### src/rtl/vending_multi_pkg.sv
// Shared state type, coin values and pricing helpers for the multi-product vending controller.
package vending_pkg;

   typedef enum logic [1:0] {
      IDLE   = 2'd0,
      ACCUM  = 2'd1,
      VEND   = 2'd2,
      CHANGE = 2'd3
   } vend_state_e;

   localparam int HALF_VAL = 1;
   localparam int ONE_VAL  = 2;

   function automatic int price(input int idx, input int base, input int step);
      return base + idx * step;
   endfunction

   function automatic int sel_width(input int num_items);
      return (num_items > 1) ? $clog2(num_items) : 1;
   endfunction

endpackage

### src/rtl/vending_multi_if.sv
// Front-end / driver-side signal bundle of the vending controller; master drives coins and keys.
interface vending_multi_if #(
   parameter int NUM_ITEMS = 4,
   parameter int CREDIT_W  = 5
);
   import vending_pkg::*;

   localparam int SEL_W = sel_width(NUM_ITEMS);

   logic                 half;
   logic                 one;
   logic [SEL_W-1:0]     sel;
   logic                 sel_valid;
   logic                 cancel;
   logic                 restock;
   logic                 bev;
   logic [SEL_W-1:0]     item;
   logic [CREDIT_W-1:0]  bal;
   logic                 coin_rej;
   logic                 deny;
   logic                 chg_one;
   logic                 chg_half;
   logic [NUM_ITEMS-1:0] sold_out;

   modport master (
      output half, one, sel, sel_valid, cancel, restock,
      input  bev, item, bal, coin_rej, deny, chg_one, chg_half, sold_out
   );

   modport slave (
      input  half, one, sel, sel_valid, cancel, restock,
      output bev, item, bal, coin_rej, deny, chg_one, chg_half, sold_out
   );

endinterface

### src/rtl/vending_multi_change.sv
// Change dispenser: one coin per active cycle (one-unit first, then a final half-unit),
// returning the remaining credit and a done flag to the controller.
module vending_change
   import vending_pkg::*;
#(
   parameter int CREDIT_W = 5
) (
   input  logic                clk,
   input  logic                reset,
   input  logic                i_active,
   input  logic [CREDIT_W-1:0] i_credit,
   output logic [CREDIT_W-1:0] o_credit_next,
   output logic                o_done,
   output logic                o_chg_one,
   output logic                o_chg_half
);

   logic w_one;
   logic w_half;
   logic r_chg_one;
   logic r_chg_half;

   // Choose the coin for this cycle and the credit left afterwards
   always_comb begin
      w_one         = 1'b0;
      w_half        = 1'b0;
      o_credit_next = i_credit;
      if (i_active) begin
         if (i_credit >= CREDIT_W'(ONE_VAL)) begin
            w_one         = 1'b1;
            o_credit_next = i_credit - CREDIT_W'(ONE_VAL);
         end else if (i_credit == CREDIT_W'(HALF_VAL)) begin
            w_half        = 1'b1;
            o_credit_next = {CREDIT_W{1'b0}};
         end else begin
            o_credit_next = i_credit;
         end
      end else begin
         o_credit_next = i_credit;
      end
   end

   assign o_done = (o_credit_next == {CREDIT_W{1'b0}});

   // Register the hopper pulses
   always_ff @(posedge clk or negedge reset) begin
      if (!reset) begin
         r_chg_one  <= 1'b0;
         r_chg_half <= 1'b0;
      end else begin
         r_chg_one  <= w_one;
         r_chg_half <= w_half;
      end
   end

   assign o_chg_one  = r_chg_one;
   assign o_chg_half = r_chg_half;

endmodule

### src/rtl/vending_multi.sv
// Multi-product vending controller: credit accumulation, priced vend, change and refund.
// Optional per-item stock tracking is enabled with the VENDING_STOCK_EN macro.
module vending_multi
   import vending_pkg::*;
#(
   parameter int NUM_ITEMS  = 4,
   parameter int CREDIT_W   = 5,
   parameter int MAX_CREDIT = 20,
   parameter int PRICE_BASE = 3,
   parameter int PRICE_STEP = 1,
   parameter int STOCK_INIT = 5
) (
   input logic            clk,
   input logic            reset,
   vending_multi_if.slave bus
);

   localparam int SEL_W = sel_width(NUM_ITEMS);
   localparam int EXT_W = CREDIT_W + 1;

   vend_state_e          r_state;
   vend_state_e          w_state_next;
   logic [CREDIT_W-1:0]  r_credit;
   logic [CREDIT_W-1:0]  w_credit_next;
   logic [SEL_W-1:0]     r_item;
   logic [SEL_W-1:0]     w_item_next;
   logic                 r_bev;
   logic                 r_coin_rej;
   logic                 r_deny;
   logic                 w_bev;
   logic                 w_coin_rej;
   logic                 w_deny;
   logic                 w_vend_ok;
   logic                 w_chg_active;
   logic                 w_chg_done;
   logic [CREDIT_W-1:0]  w_chg_credit;
   logic [EXT_W-1:0]     w_coin_val;
   logic [EXT_W-1:0]     w_credit_ext;
   logic [EXT_W-1:0]     w_coin_sum;
   logic [EXT_W-1:0]     w_price;
   logic                 w_coin_any;
   logic                 w_sel_in_range;
   logic                 w_sel_sold;
   logic                 w_sel_ok;
   logic [NUM_ITEMS-1:0] w_sold_out;

   assign w_coin_any     = bus.half | bus.one;
   assign w_coin_val     = (bus.half ? EXT_W'(HALF_VAL) : {EXT_W{1'b0}})
                         + (bus.one  ? EXT_W'(ONE_VAL)  : {EXT_W{1'b0}});
   assign w_credit_ext   = {1'b0, r_credit};
   assign w_coin_sum     = w_credit_ext + w_coin_val;
   assign w_price        = EXT_W'(price(int'(bus.sel), PRICE_BASE, PRICE_STEP));
   assign w_sel_in_range = ({1'b0, bus.sel} < (SEL_W + 1)'(NUM_ITEMS));
   assign w_sel_ok       = w_sel_in_range && !w_sel_sold && (w_credit_ext >= w_price);

   // Next state, credit and response pulses
   always_comb begin
      w_state_next  = r_state;
      w_credit_next = r_credit;
      w_item_next   = r_item;
      w_bev         = 1'b0;
      w_coin_rej    = 1'b0;
      w_deny        = 1'b0;
      w_vend_ok     = 1'b0;
      w_chg_active  = 1'b0;
      case (r_state)
         IDLE, ACCUM: begin
            if (bus.cancel) begin
               w_coin_rej = w_coin_any;
               if (r_credit != {CREDIT_W{1'b0}}) begin
                  w_state_next = CHANGE;
               end else begin
                  w_state_next = r_state;
               end
            end else if (bus.sel_valid) begin
               w_coin_rej = w_coin_any;
               if (w_sel_ok) begin
                  w_state_next  = VEND;
                  w_credit_next = CREDIT_W'(w_credit_ext - w_price);
                  w_item_next   = bus.sel;
                  w_bev         = 1'b1;
                  w_vend_ok     = 1'b1;
               end else begin
                  w_deny = 1'b1;
               end
            end else if (w_coin_any) begin
               if (w_coin_sum <= EXT_W'(MAX_CREDIT)) begin
                  w_credit_next = w_coin_sum[CREDIT_W-1:0];
                  w_state_next  = ACCUM;
               end else begin
                  w_coin_rej = 1'b1;
               end
            end else begin
               w_state_next = r_state;
            end
         end
         VEND: begin
            w_coin_rej = w_coin_any;
            w_deny     = bus.sel_valid;
            if (r_credit != {CREDIT_W{1'b0}}) begin
               w_state_next = CHANGE;
            end else begin
               w_state_next = IDLE;
            end
         end
         CHANGE: begin
            w_coin_rej    = w_coin_any;
            w_deny        = bus.sel_valid;
            w_chg_active  = 1'b1;
            w_credit_next = w_chg_credit;
            if (w_chg_done) begin
               w_state_next = IDLE;
            end else begin
               w_state_next = CHANGE;
            end
         end
         default: begin
            w_state_next  = IDLE;
            w_credit_next = {CREDIT_W{1'b0}};
         end
      endcase
   end

   // State, credit and registered outputs
   always_ff @(posedge clk or negedge reset) begin
      if (!reset) begin
         r_state    <= IDLE;
         r_credit   <= {CREDIT_W{1'b0}};
         r_item     <= {SEL_W{1'b0}};
         r_bev      <= 1'b0;
         r_coin_rej <= 1'b0;
         r_deny     <= 1'b0;
      end else begin
         r_state    <= w_state_next;
         r_credit   <= w_credit_next;
         r_item     <= w_item_next;
         r_bev      <= w_bev;
         r_coin_rej <= w_coin_rej;
         r_deny     <= w_deny;
      end
   end

   vending_change #(
      .CREDIT_W (CREDIT_W)
   ) u_change (
      .clk           (clk),
      .reset         (reset),
      .i_active      (w_chg_active),
      .i_credit      (r_credit),
      .o_credit_next (w_chg_credit),
      .o_done        (w_chg_done),
      .o_chg_one     (bus.chg_one),
      .o_chg_half    (bus.chg_half)
   );

`ifdef VENDING_STOCK_EN
   localparam int STOCK_W = $clog2(STOCK_INIT + 1);

   logic [STOCK_W-1:0]   r_stock      [NUM_ITEMS];
   logic [STOCK_W-1:0]   w_stock_next [NUM_ITEMS];
   logic [NUM_ITEMS-1:0] r_sold_out;

   // Restock overrides a coincident vend decrement
   always_comb begin
      for (int i = 0; i < NUM_ITEMS; i++) begin
         if (bus.restock) begin
            w_stock_next[i] = STOCK_W'(STOCK_INIT);
         end else if (w_vend_ok && (int'(bus.sel) == i)) begin
            w_stock_next[i] = r_stock[i] - STOCK_W'(1);
         end else begin
            w_stock_next[i] = r_stock[i];
         end
      end
   end

   // Stock counters and their empty flags
   always_ff @(posedge clk or negedge reset) begin
      if (!reset) begin
         for (int i = 0; i < NUM_ITEMS; i++) begin
            r_stock[i] <= STOCK_W'(STOCK_INIT);
         end
         r_sold_out <= {NUM_ITEMS{1'b0}};
      end else begin
         for (int i = 0; i < NUM_ITEMS; i++) begin
            r_stock[i]    <= w_stock_next[i];
            r_sold_out[i] <= (w_stock_next[i] == {STOCK_W{1'b0}});
         end
      end
   end

   assign w_sold_out = r_sold_out;
   assign w_sel_sold = w_sel_in_range ? r_sold_out[bus.sel] : 1'b1;
`else
   localparam int unused_stock_init = STOCK_INIT;
   logic w_unused_restock;

   assign w_unused_restock = bus.restock;
   assign w_sold_out       = {NUM_ITEMS{1'b0}};
   assign w_sel_sold       = 1'b0;
`endif

   assign bus.bev      = r_bev;
   assign bus.item     = r_item;
   assign bus.bal      = r_credit;
   assign bus.coin_rej = r_coin_rej;
   assign bus.deny     = r_deny;
   assign bus.sold_out = w_sold_out;

endmodule
### src/flat_wrapper.sv
// flat-port wrapper written by rule: the top's interface ports become plain ports
module vending_multi_flat import vending_pkg::*;
#(
   parameter int NUM_ITEMS  = 4,
   parameter int CREDIT_W   = 5,
   parameter int MAX_CREDIT = 20,
   parameter int PRICE_BASE = 3,
   parameter int PRICE_STEP = 1,
   parameter int STOCK_INIT = 5
)
  (clk, reset, bus_half, bus_one, bus_sel, bus_sel_valid, bus_cancel, bus_restock, bus_bev, bus_item, bus_bal, bus_coin_rej, bus_deny, bus_chg_one, bus_chg_half, bus_sold_out);
  vending_multi_if #(.NUM_ITEMS(NUM_ITEMS), .CREDIT_W(CREDIT_W)) bus_i ();
  input logic clk;
  input logic reset;
  input wire logic [$bits(bus_i.half)-1:0] bus_half;
  input wire logic [$bits(bus_i.one)-1:0] bus_one;
  input wire logic [$bits(bus_i.sel)-1:0] bus_sel;
  input wire logic [$bits(bus_i.sel_valid)-1:0] bus_sel_valid;
  input wire logic [$bits(bus_i.cancel)-1:0] bus_cancel;
  input wire logic [$bits(bus_i.restock)-1:0] bus_restock;
  output wire logic [$bits(bus_i.bev)-1:0] bus_bev;
  output wire logic [$bits(bus_i.item)-1:0] bus_item;
  output wire logic [$bits(bus_i.bal)-1:0] bus_bal;
  output wire logic [$bits(bus_i.coin_rej)-1:0] bus_coin_rej;
  output wire logic [$bits(bus_i.deny)-1:0] bus_deny;
  output wire logic [$bits(bus_i.chg_one)-1:0] bus_chg_one;
  output wire logic [$bits(bus_i.chg_half)-1:0] bus_chg_half;
  output wire logic [$bits(bus_i.sold_out)-1:0] bus_sold_out;
  assign bus_i.half = bus_half;
  assign bus_i.one = bus_one;
  assign bus_i.sel = bus_sel;
  assign bus_i.sel_valid = bus_sel_valid;
  assign bus_i.cancel = bus_cancel;
  assign bus_i.restock = bus_restock;
  assign bus_bev = bus_i.bev;
  assign bus_item = bus_i.item;
  assign bus_bal = bus_i.bal;
  assign bus_coin_rej = bus_i.coin_rej;
  assign bus_deny = bus_i.deny;
  assign bus_chg_one = bus_i.chg_one;
  assign bus_chg_half = bus_i.chg_half;
  assign bus_sold_out = bus_i.sold_out;
  vending_multi #(.NUM_ITEMS(NUM_ITEMS), .CREDIT_W(CREDIT_W), .MAX_CREDIT(MAX_CREDIT), .PRICE_BASE(PRICE_BASE), .PRICE_STEP(PRICE_STEP), .STOCK_INIT(STOCK_INIT)) u_core (.clk(clk), .reset(reset), .bus(bus_i));
endmodule
### config.mk
export PLATFORM = sky130hd
export DESIGN_NAME = vending_multi_flat
export DESIGN_NICKNAME = d
export VERILOG_FILES = /design/src/rtl/vending_multi_pkg.sv /design/src/rtl/vending_multi_if.sv /design/src/rtl/vending_multi_change.sv /design/src/rtl/vending_multi.sv /design/src/flat_wrapper.sv
export SDC_FILE = /design/constraint.sdc
export NUM_CORES = 1
export LEC_CHECK = 0
export BUFFER_PORTS_ARGS = -buffer_cell sky130_fd_sc_hd__buf_2
export CORE_UTILIZATION = 35
export DETAILED_ROUTE_END_ITERATION = 7
export PLACE_DENSITY = 0.62
export SLEW_MARGIN = 10
export SYNTH_ARGS = -nofsm -noshare
export SYNTH_HDL_FRONTEND = slang
export SYNTH_SLANG_ARGS = --single-unit
### constraint.sdc
create_clock -name clk -period 3.4 [get_ports clk]
set_clock_uncertainty 0.15 [all_clocks]
set_input_delay 0.17 -clock clk [delete_from_list [all_inputs] [get_ports clk]]
set_output_delay 0.17 -clock clk [all_outputs]
set_load 0.02 [all_outputs]
Word-level counts from Yosys, hierarchy flattened
Cells that the tools add are included.
{"block": "totals", "regBits": 14, "output_inout_bits": 16, "word_cells": 78}
{"block": "op_classes", "add_sub_neg": 5, "order_cmp": 3, "n_eq_ne": 12, "n_mux": 39, "bitwise_logic": 2, "n_reduce_logical": 9}
{"operator": "$mux W5", "n": 8}
{"operator": "$mux W1", "n": 18}
{"operator": "$mux W2", "n": 9}
{"operator": "$ne A3 B2 Y1 const B", "n": 4}
{"operator": "$ne A4 B3 Y1 const B", "n": 3}
{"operator": "$pmux W5 S2", "n": 1}
{"operator": "$reduce_and A4 Y1", "n": 2}
{"operator": "$add A5 B6 Y6", "n": 1}
{"operator": "$add A6 B6 Y6", "n": 1}
{"operator": "$ge A5 B6 Y1", "n": 1}
{"operator": "$le A6 B5 Y1 const B", "n": 1}
{"operator": "$pmux W2 S3", "n": 1}
{"operator": "$eq A5 B1 Y1 const B", "n": 1}
{"operator": "$ge A5 B2 Y1 const B", "n": 1}
{"operator": "$logic_not A5 Y1", "n": 1}
{"operator": "$reduce_and A5 Y1", "n": 1}
{"operator": "$reduce_bool A5 Y1", "n": 1}
{"operator": "$sub A5 B2 Y5 const B", "n": 1}
{"operator": "$sub A5 B5 Y5", "n": 1}
{"operator": "$eq A2 B2 Y1 const B", "n": 2}
{"operator": "$pmux W1 S2", "n": 2}
{"operator": "$reduce_or A2 Y1", "n": 2}
{"operator": "$add A2 B2 Y3 const A", "n": 1}
{"operator": "$eq A2 B1 Y1 const B", "n": 1}
{"operator": "5 further kinds", "n": 5}

Longest topological paths before layout
{"block": "depth", "ltp_word": 9, "depth_mapped": 9, "depth_no_buf": 9}

Hierarchy
From an unflattened synthesis, not the netlist that was laid out.
{"block": "unflattened", "hier_cells": 153, "area_unflattened_um2": 1283.7}
{"mod": "vending_multi", "instances": 1, "cells_each": 119, "area_per_inst_um2": 1011.0, "seq_area_each_um2": 300.3}
{"mod": "vending_change", "instances": 1, "cells_each": 34, "area_per_inst_um2": 272.8, "seq_area_each_um2": 50.0}

Worst setup path after synthesis
No wires, ideal clock.
{"block": "synth_timing", "path_kind": "reg2reg", "startpoint": "reg u_core.r_credit[1], in the netlist u_core.bus.bal[1]", "endpoint": "reg u_core.r_credit[4], in the netlist u_core.bus.bal[4]", "setup_time_ns": 0.073, "arrival_time_ns": 2.358, "required_time_ns": 3.177, "slack_ns": 0.819, "path_stages_with_launch": 9, "n_path_buf": 1, "path_cell_list": "dfrtp_1 -> clkbuf_1 -> inv_1 -> fa_1 -> nand2b_1 -> a41oi_1 -> a311oi_4 -> a211o_1 -> a21oi_2"}
{"block": "synth_via", "elab_chain_cells": 6, "word_cells_on_any_way": 19, "cone_classes": "add/sub: 3; order compare: 3; eq/ne: 3; mux: 9; reduce/logical: 1"}
{"element": "start: declaration", "line_no": "vending_multi.sv:23", "text": "logic [CREDIT_W-1:0] r_credit;"}
{"element": "start signal: assignment", "line_no": "vending_multi.sv:128", "text": "r_credit <= {CREDIT_W{1'b0}};"}
{"element": "start signal: assignment", "line_no": "vending_multi.sv:135", "text": "r_credit <= w_credit_next;"}
{"element": "branches (longest 6 deep; another with $add A5 B6 Y6)"}
Several ways; the timed one is not identified. The select of a mux whose other input is x is not followed.
A chain may end at the register's enable or synchronous reset.

Worst setup path after layout
{"block": "layout_timing", "startpoint": "in bus_sel[0]", "endpoint": "reg u_core.r_credit[4], in the netlist u_core.bus.bal[4]"}
{"block": "layout_via", "elab_chain_cells": 6, "word_cells_on_any_way": 9, "cone_classes": "add/sub: 2; order compare: 1; eq/ne: 1; mux: 4; reduce/logical: 1"}
{"element": "start: declaration", "line_no": "flat_wrapper.sv:17", "text": "input wire logic [$bits(bus_i.sel)-1:0] bus_sel;"}
{"element": "$add A2 B2 Y3 *", "line_no": "vending_multi_pkg.sv:15", "text": "return base + idx * step;"}
{"element": "$sub A5 B5 Y5", "line_no": "vending_multi.sv:79", "text": "w_credit_next = CREDIT_W'(w_credit_ext - w_price);"}
{"element": "$mux W5", "line_no": "vending_multi.sv:77", "text": "if (w_sel_ok) begin"}
{"element": "$mux W5", "line_no": "vending_multi.sv:75", "text": "end else if (bus.sel_valid) begin"}
{"element": "$mux W5", "line_no": "vending_multi.sv:68", "text": "if (bus.cancel) begin"}
{"element": "$pmux W5 S2", "line_no": "vending_multi.sv:66", "text": "case (r_state)"}
Mark *: on every way between the ends. The rest lies on a longest branch, timed or not. The select of a mux whose other input is x is not followed.

==> results by group <==
Outcome
  – Status: finished, final reports clean

Synthesis
  – Synth top area cells: dfrtp_1 (29%), ha_1 (7.2%), nand2b_1 (4.1%), nor2_1 (3.7%), inv_1 (3.4%)
  – Ys flop type: dfrtp_1
  – Number of synthesized flops with an enable pin: 0
  – Most common cell in the synthesized netlist: dfrtp_1
  – #FFs+latches synth: 14
  – Multiplexer share of the synthesized area: 3.60%
  – Main combinational cell family by area after synthesis: compound AO/OA/AOI/OAI gates
  – Sequential fraction of the synthesis area: 28.8%
  – Netlist Area Pre-Place: 0.00122 mm^2
  – Avg Cell Area, Syn: 8.45 um^2
  – Yosys cell types: 45
  – Cells after Synth: 144
  – Adder-cell area share of the yosys netlist: 10.5%
  – Synth top cells by count: dfrtp_1 (14), nor2_1 (12), inv_1 (11)
  – Post-Synth XOR/XNOR Area: 1.44%
  – Post-synth ARST share: 100%
  – Simple logic cell fraction of the synthesized area: 21.7%
  – Top cell type by total area after synthesis: dfrtp_1
  – YS warnings: 0
  – Compound-Gate Fraction of Synth Area: 25.3%
  – Post-synth top area share: 28.8%

Power and ir drop
  – Worst vdd ir: 0.299 mV
  – Overall power: 1310 uW
  – Lkg Pwr: 0.000624 uW
  – Power Dens Cells: 943 mW/mm^2

Drt
  – DR WL/cell: 15.1 um
  – Via-per-instance ratio: 5.55
  – DR vias: 1154
  – Drc violations: 0
  – Antenna-violating nets left: 0
  – Detailed Routing Iterations Pass 1: 5
  – DR iter-0 viols: 58
  – WL final: 3150 um

Final layout
  – Final nets: 181
  – Antenna cells: 0
  – Cell area after layout: 0.00139 mm^2
  – Layout Utilization: 41.5%
  – Final std cells w/o fill: 208
  – Layout Area Growth over Synthesis: 14.0%
  – Share of layout cells above drive strength 1: 18.5%

STA
  – Max_slew headroom: 55.0%
  – Min cycle time layout: 2760 ps
  – TNS Setup: 0 ps
  – Final setup fails: 0
  – Max-slew violations: 0
  – RSZ-0062 raised after global routing: false
  – Hold Vio Cnt, Final: 0
  – Final worst path period share: 81.1%
  – Worst Tran Pin Value: 674 ps
  – Max frequency: 0.363 GHz

Global routing
  – First-pass GRT wire length: 5240 um
  – Initial antenna violation count: 0
  – Number of global-route vias before repair: 1110
  – Largest net degree at the start of global routing: 19
  – Grt ovf: 0
  – GRT Total Usage: 19.5%

CTS
  – Clock buffer count from CTS: 3
  – CTS root buffer: clkbuf_4
  – CTS sink cnt: 14
  – Clk Latency, worst-skew pair: 290 ps
  – H-tree depth: 1
  – Setup bufs post-CTS: 0
  – CTS tree: done
  – Max Buffers Root-to-Sink: 2
  – Reg clk slew, reported paths: 90 ps

Floorplanning
  – Initial core utilization: 36.4%
  – Die height: 60.9 um
  – Area of the core: 0.00334 mm^2
  – Die width: 60.9 um
  – Die area: 0.00371 mm^2
  – # rows: 21
  – Ports: 25

Worst setup path
  – Reg2Reg Capture Point: u_core.bus.bal[4]
  – Worst EP arrival: 2830 ps
  – Launch point of the worst reg-to-reg path: u_core.bus.bal[0]
  – Worst Setup Start Kind: input port
  – Worst Reg-to-Reg Cells: 7
  – Crit path capture type: flip-flop
  – Critical Path Fanout Max: 10
  – Critical Path RT: 3470 ps
  – Critical path class: input port to flip-flop
  – Reg2Reg Setup Slack: 660 ps

Flow run
  – MaxCap Viol Count: 0

Worst hold path
  – WHS Endpoint: u_core.r_state[1]
  – Hold_sp: bus_cancel
  – Hold Path Depth: 3
  – Hold/Removal Path Class: input port to flip-flop

Placed design
  – Port Buffers: 19
  – Cells after DPL: 201
  – Hpwl dp: 2350 um
  – Placed Area: 0.00132 mm^2
  – Final GP Congestion: 0.937
## worst max-delay path, stage by stage
cell and delay [ps]:
dlygate4sd3_1 530, buf_2 110, inv_1 50, ha_1 300, inv_1 60, fa_1 410
nand2b_1 200, a41oi_1 420, a311oi_4 160, a211o_1 280, a21oi_2 130
## flip-flops by register name (all words and copies together), names as in the netlist
register and flops:
u_core.bus.coin_rej 1, u_core.u_change.o_chg_half 1, u_core.bus.deny 1, u_core.bus.bev 1, u_core.bus.bal 5, u_core.r_state 2, u_core.u_change.o_chg_one 1, u_core.bus.item 2
## kinds of logic after synthesis
group	count (synthesis)
multiplexers	4
XOR/XNOR	2
AND/OR/NAND/NOR	51
adder cells (fa/ha/maj)	9
flip-flops	14
AO/OA/AOI/OAI	41
other	1
buffers and inverters	22
## what timing repair did
item                      4_1_cts  5_1_grt
hold endpoints to repair       16        0
gates resized for setup         0        0
hold buffers                    3        0
## final cells by class
| type | count | area [um^2] |
|---|---|---|
| clock buffers | 4 | 36.3 |
| fillers | 354 | 1950 |
| inverters | 11 | 41.3 |
| multi-input cells | 111 | 776 |
| flip-flops and latches | 14 | 350 |
| well taps | 46 | 57.6 |
| repair buffers | 22 | 125 |
## stage by stage
step           hold slack, ps  setup slack (ps)
2_1_floorplan            -276               819
3_3_place_gp            -60.9               717
3_5_place_dp            -55.7               684
4_1_cts                  10.8               657
5_1_grt                  15.4               524
6_report                 25.8               643
## where the power goes
part	leakage, uW	internal, uW	total (uW)	switching [uW]
Combinational	0.000434	333	792	459
Sequential	0.000169	233	388	155
Clock	0.0000210	65.2	127	61.9
Total	0.000624	631	1310	677
## metal layers
metal	wire length (um)	vias to the layer above	GRT usage, %
li1	-	548	-
met1	1400	547	25.7
met2	1520	46	31.1
met3	138	13	3.20
met4	95	0	9.09
met5	0	-	0
## cell usage in the layout (no fill, tap or decap), types with 5 or more instances in the layout
master,n
buf_2,19
dfrtp_1,14
nor2_1,12
inv_1,11
nand2b_1,8
nand2_1,8
nand3_1,7
a21oi_1,7
ha_1,7
o21ai_0,6
nor3_1,5
## worst max path at each step
stage | start | endpoint | cells after the start
2_1_floorplan | u_core.bus.bal[1] | u_core.bus.bal[4] | 8
3_3_place_gp | u_core.bus.bal[0] | u_core.bus.bal[4] | 7
3_5_place_dp | u_core.bus.bal[0] | u_core.bus.bal[4] | 7
4_1_cts | bus_sel[0] | u_core.bus.bal[4] | 11
5_1_grt | u_core.bus.bal[1] | u_core.bus.bal[4] | 7
6_report | bus_sel[0] | u_core.bus.bal[4] | 11
Note: power is estimated with default switching activity, not from simulation.
